<file path="config.mk">
export PLATFORM = sky130hd
export DESIGN_NAME = change_payout_ctrl_flat
export DESIGN_NICKNAME = d
export VERILOG_FILES = /design/src/rtl/change_payout_ctrl_if.sv /design/src/rtl/change_payout_ctrl.sv /design/src/flat_wrapper.sv
export SDC_FILE = /design/constraint.sdc
export NUM_CORES = 1
export LEC_CHECK = 0
export ABC_AREA = 1
export CORE_MARGIN = 5
export CORE_UTILIZATION = 45
export DETAILED_ROUTE_END_ITERATION = 7
export HOLD_SLACK_MARGIN = 0.12
export PLACE_DENSITY = 0.68
export SKIP_CTS_REPAIR_TIMING = 1
export SLEW_MARGIN = 20
export SYNTH_ARGS = -nofsm -noshare
export SYNTH_HDL_FRONTEND = slang
export SYNTH_SLANG_ARGS = --single-unit
</file>
<file path="constraint.sdc">
create_clock -name clk -period 1.8 [get_ports clk]
set_input_delay 0.45 -clock clk [delete_from_list [all_inputs] [get_ports clk]]
set_output_delay 0.45 -clock clk [all_outputs]
set_load 0.01 [all_outputs]
</file>
<file path="src/rtl/change_payout_ctrl_if.sv">
// change_payout_ctrl_if
// Groups the vending-side request, the chute/hopper handshakes and the
// status outputs of the payout controller into a single bundle.
//   d, r        : dispense request and change owed (driven by the environment)
//   vend_ack    : beverage chute acknowledge
//   coin_ack    : coin hopper acknowledge
//   vend_go     : beverage release request
//   pay_two     : eject-$2 request
//   pay_one     : eject-$1 request
//   busy, paid, done, fault : controller status
// Modports: master = environment side, slave = controller side.
interface change_payout_ctrl_if #(
    parameter int CHG_W = 3
);
    logic             d;
    logic [CHG_W-1:0] r;
    logic             vend_ack;
    logic             coin_ack;
    logic             vend_go;
    logic             pay_two;
    logic             pay_one;
    logic             busy;
    logic [CHG_W-1:0] paid;
    logic             done;
    logic             fault;

    modport master (
        output d, r, vend_ack, coin_ack,
        input  vend_go, pay_two, pay_one, busy, paid, done, fault
    );

    modport slave (
        input  d, r, vend_ack, coin_ack,
        output vend_go, pay_two, pay_one, busy, paid, done, fault
    );
endinterface

</file>
<file path="src/rtl/change_payout_ctrl.sv">
// change_payout_ctrl
// Output side of the vending machine: releases the beverage, then pays the
// change greedily in $2 and $1 coins, each action being a four-phase
// request/acknowledge handshake. A mechanism that stalls longer than TIMEOUT
// cycles in a wait phase drives the block into a sticky FAULT.
// Ports:
//   clk   : system clock, rising edge
//   reset : asynchronous, active-low reset
//   bus   : change_payout_ctrl_if.slave (d, r, acks in; requests/status out)
//
// state    | meaning
// ---------+-----------------------------------------------------
// IDLE     | waiting for d; captures r into remain
// VEND     | vend_go high, waiting for vend_ack
// VEND_REL | vend_go low, waiting for vend_ack to drop
// SEL      | choose next coin ($2, $1) or finish
// PAY2     | pay_two high, waiting for coin_ack
// PAY1     | pay_one high, waiting for coin_ack
// COIN_REL | pay_* low, waiting for coin_ack to drop
// DONE     | done pulse, back to IDLE
// FAULT    | handshake timed out; left only by reset
module change_payout_ctrl #(
    parameter int CHG_W   = 3,
    parameter int TIMEOUT = 15
) (
    input  logic                 clk,
    input  logic                 reset,
    change_payout_ctrl_if.slave  bus
);
    localparam int TW = $clog2(TIMEOUT + 1);

    typedef enum logic [3:0] {
        IDLE,
        VEND,
        VEND_REL,
        SEL,
        PAY2,
        PAY1,
        COIN_REL,
        DONE,
        FAULT
    } state_t;

    state_t           state, state_nxt;
    logic [CHG_W-1:0] remain, remain_nxt;
    logic [CHG_W-1:0] paid_q, paid_nxt;
    logic [TW-1:0]    tmr, tmr_nxt;
    logic             tmr_tc;

    // Last cycle a wait phase may spend before giving up.
    assign tmr_tc = (tmr == TW'(TIMEOUT - 1));

    always_comb begin
        state_nxt  = state;
        remain_nxt = remain;
        paid_nxt   = paid_q;
        tmr_nxt    = '0;   // cleared on every entry; only wait phases count up
        case (state)
            IDLE: begin
                if (bus.d) begin
                    remain_nxt = bus.r;
                    paid_nxt   = '0;
                    state_nxt  = VEND;
                end
            end
            VEND: begin
                if (bus.vend_ack)  state_nxt = VEND_REL;
                else if (tmr_tc)   state_nxt = FAULT;
                else               tmr_nxt   = tmr + TW'(1);
            end
            VEND_REL: begin
                if (!bus.vend_ack) state_nxt = SEL;
                else if (tmr_tc)   state_nxt = FAULT;
                else               tmr_nxt   = tmr + TW'(1);
            end
            SEL: begin
                if (remain >= CHG_W'(2))      state_nxt = PAY2;
                else if (remain == CHG_W'(1)) state_nxt = PAY1;
                else                          state_nxt = DONE;
            end
            PAY2: begin
                if (bus.coin_ack) begin
                    remain_nxt = remain - CHG_W'(2);
                    paid_nxt   = paid_q + CHG_W'(2);
                    state_nxt  = COIN_REL;
                end else if (tmr_tc) begin
                    state_nxt = FAULT;
                end else begin
                    tmr_nxt = tmr + TW'(1);
                end
            end
            PAY1: begin
                if (bus.coin_ack) begin
                    remain_nxt = remain - CHG_W'(1);
                    paid_nxt   = paid_q + CHG_W'(1);
                    state_nxt  = COIN_REL;
                end else if (tmr_tc) begin
                    state_nxt = FAULT;
                end else begin
                    tmr_nxt = tmr + TW'(1);
                end
            end
            COIN_REL: begin
                if (!bus.coin_ack) state_nxt = SEL;
                else if (tmr_tc)   state_nxt = FAULT;
                else               tmr_nxt   = tmr + TW'(1);
            end
            DONE:    state_nxt = IDLE;
            FAULT:   state_nxt = FAULT;
            default: state_nxt = IDLE;
        endcase
    end

    always_ff @(posedge clk or negedge reset) begin
        if (!reset) begin
            state  <= IDLE;
            remain <= '0;
            paid_q <= '0;
            tmr    <= '0;
        end else begin
            state  <= state_nxt;
            remain <= remain_nxt;
            paid_q <= paid_nxt;
            tmr    <= tmr_nxt;
        end
    end

    // Outputs are decoded from the next state and registered, so they change
    // on the same edge as the state they belong to.
    always_ff @(posedge clk or negedge reset) begin
        if (!reset) begin
            bus.vend_go <= 1'b0;
            bus.pay_two <= 1'b0;
            bus.pay_one <= 1'b0;
            bus.busy    <= 1'b0;
            bus.done    <= 1'b0;
            bus.fault   <= 1'b0;
        end else begin
            bus.vend_go <= (state_nxt == VEND);
            bus.pay_two <= (state_nxt == PAY2);
            bus.pay_one <= (state_nxt == PAY1);
            bus.busy    <= (state_nxt != IDLE);
            bus.done    <= (state_nxt == DONE);
            bus.fault   <= (state_nxt == FAULT);
        end
    end

    assign bus.paid = paid_q;

endmodule

</file>
<file path="src/flat_wrapper.sv">
// flat-port wrapper written by rule: the top's interface ports become plain ports
module change_payout_ctrl_flat 
#(
    parameter int CHG_W   = 3,
    parameter int TIMEOUT = 15
)
  (clk, reset, bus_d, bus_r, bus_vend_ack, bus_coin_ack, bus_vend_go, bus_pay_two, bus_pay_one, bus_busy, bus_paid, bus_done, bus_fault);
  change_payout_ctrl_if #(.CHG_W(CHG_W)) bus_i ();
  input  logic clk;
  input  logic reset;
  input wire logic [$bits(bus_i.d)-1:0] bus_d;
  input wire logic [$bits(bus_i.r)-1:0] bus_r;
  input wire logic [$bits(bus_i.vend_ack)-1:0] bus_vend_ack;
  input wire logic [$bits(bus_i.coin_ack)-1:0] bus_coin_ack;
  output wire logic [$bits(bus_i.vend_go)-1:0] bus_vend_go;
  output wire logic [$bits(bus_i.pay_two)-1:0] bus_pay_two;
  output wire logic [$bits(bus_i.pay_one)-1:0] bus_pay_one;
  output wire logic [$bits(bus_i.busy)-1:0] bus_busy;
  output wire logic [$bits(bus_i.paid)-1:0] bus_paid;
  output wire logic [$bits(bus_i.done)-1:0] bus_done;
  output wire logic [$bits(bus_i.fault)-1:0] bus_fault;
  assign bus_i.d = bus_d;
  assign bus_i.r = bus_r;
  assign bus_i.vend_ack = bus_vend_ack;
  assign bus_i.coin_ack = bus_coin_ack;
  assign bus_vend_go = bus_i.vend_go;
  assign bus_pay_two = bus_i.pay_two;
  assign bus_pay_one = bus_i.pay_one;
  assign bus_busy = bus_i.busy;
  assign bus_paid = bus_i.paid;
  assign bus_done = bus_i.done;
  assign bus_fault = bus_i.fault;
  change_payout_ctrl #(.CHG_W(CHG_W), .TIMEOUT(TIMEOUT)) u_core (.clk(clk), .reset(reset), .bus(bus_i));
endmodule
</file>
==> run metrics <==
first-pass GRT wire length 4140 um; R2R Path Start u_core.tmr[0]; aggregate routed wire length 2490 um; synthesized area 1200 um^2; IO Count 17; Layout Nets 193; dpl cells 204; HPWL Detailed 1980 um; fmax 0.580 GHz; Mapped Cells 158; critical path required time 1350 ps; H-tree Lvls 1; Final Hold Viols 0; family with the most delay on the worst path buffers and inverters; WL per Instance 12.0 um; period utilisation layout 95.9%; syn avg cell area 7.62 um^2; Final ANT Viol Nets 0; CP max-delay cell clkdlybuf4s50_1; initial antenna violation count 0; Cell Chain, Critical Path clkdlybuf4s50_1; DRC 0; vias per cell 5.05; Max Slew Vio Count 0; die area 3810 um^2; Synth Register Bits 20; Layout area overhead 19.1%; CP bufs+invs 1; async set-reset flop share out of synthesis 100%; Top FF cell, synth dfrtp_1; Max IR drop VDD 0.000817 V; Starting Density 47.7%; crit path DAT 1280 ps; Min-Delay Path Class in -> async; RSZ-0062 raised after global routing false; critical path startpoint category register; post-synth top area cell dfrtp_1; maxcap violations 0; top cells by area, synth dfrtp_1 (42%), nand2_1 (14%), inv_1 (6.9%); drt first-iter violations 47; Power per Cell Area 1440 nW/um^2; CP startpoint u_core.bus.paid[0]; Final Skew 2.95 ps; synthesis warning total 0; total grt overflow 0; most instantiated cells after synthesis nand2_1 (45), inv_1 (22), dfrtp_1 (20); Num CTS Buffers 3; WS Path Type reg -> out; status finished clean; Area after DPL 1400 um^2; CP Capture Type primary output; sequential share of the synthesized area 41.6%; vias in the first global route 956; Yosys cell types 24; Row Count 18; Clk Latency, worst-skew pair 300 ps; Leakage 0.757 nW; minimum clock period 1730 ps; die height 61.7 um; top-area cell type share of the netlist area 41.6%; syn_nets 172; first-pass detailed-route iteration total 4; largest net degree at the start of global routing 21; Worst-path clk slew 110 ps; Finished Layout Cells 208; CTS sink cnt 20; root buf cell clkbuf_4; RePlAce Congestion 0.905; IO buf count 16; worst-margin pin slew 358 ps; Post-synth EDFFs 0; maximum buffer depth of the clock tree 2; final setup violation count 0; layout cells sized above 1 10.1%; post-route cell area 1430 um^2; total chip power 2.07 mW; count leader, synth nand2_1; relative slew slack 76.1%; Via Count 1,050; All-Layer GR Usage 14.8%; ANT cells 0; setup tns final 0 ps; CP Max Fanout 4; die width 61.7 um; largest stage delay on the critical path 560 ps; CTS tree done; CORE AREA 2520 um^2
[cells by family (layout without fill, tap and decap cells)]
kind of cell	after synthesis	after routing	synth area share, %
buffers and inverters	25	45	8.42
xor gates and xnor gates	3	3	2.18
and+or+nand+nor	90	90	34.2
AOI/OAI and AO/OA	14	14	7.38
adders and majority gates	6	6	6.24
DFF	20	20	41.6
[routing by layer]
metal | routed length, um | GRT usage [%]
met1 | 1180 | 21.4
met2 | 1110 | 21.7
met3 | 164 | 3.31
met4 | 35 | 5.45
met5 | 0 | 0
[sequential cells by signal, summed over array words and instances, names as in the netlist]
register            flops
u_core.bus.busy         1
u_core.bus.done         1
u_core.bus.fault        1
u_core.bus.paid         3
u_core.bus.pay_one      1
u_core.bus.pay_two      1
u_core.bus.vend_go      1
u_core.remain           3
u_core.state            4
u_core.tmr              4
[placed cells by master (no fill, tap or decap), drive strengths merged, types with 3 or more instances in the layout]
cell type,n
dfrtp,20
clkdlybuf4s50,16
o21ai,6
inv,24
clkbuf,4
ha,6
nand2,50
nor2,23
nand3,11
nand4,4
a21oi,3
[cell type report]
cell class                 count  area [um^2]
inverter                      24         90.1
multi-input combinational    113          602
fill                         248         1090
tap                           30         37.5
sequential                    20          500
clock buffer                   4         36.3
timing repair buffer          17          168
[power breakdown]
group,internal [mW],total [mW],switching [mW]
clock,0.123,0.259,0.136
sequential,0.593,0.728,0.135
combinational,0.435,1.08,0.645
total,1.15,2.07,0.915
[through the flow]
step | util [%] | setup WS [ps] | hold WS, ps
global placement | 55.4 | 36.4 | 458
floorplan | - | 439 | 154
CTS | 56.8 | 57.8 | 474
global route | 56.8 | 6.55 | 485
detailed placement | 55.4 | -16.6 | 461
finish | 56.8 | 74.4 | 469
[worst paths after layout]
path | slack (ps) | depth (start not counted) | to
max | 70 | 1 | bus_paid[0]
min | 470 | 2 | u_core.bus.done
max reg2reg | 160 | 10 | u_core.bus.busy
min reg2reg | 470 | 1 | u_core.bus.paid[2]
max in group asynchronous | 1120 | 2 | u_core.remain[1]
min in group clk | 470 | 1 | u_core.bus.paid[2]
No activity file was read; power rests on OpenSTA's default activity.
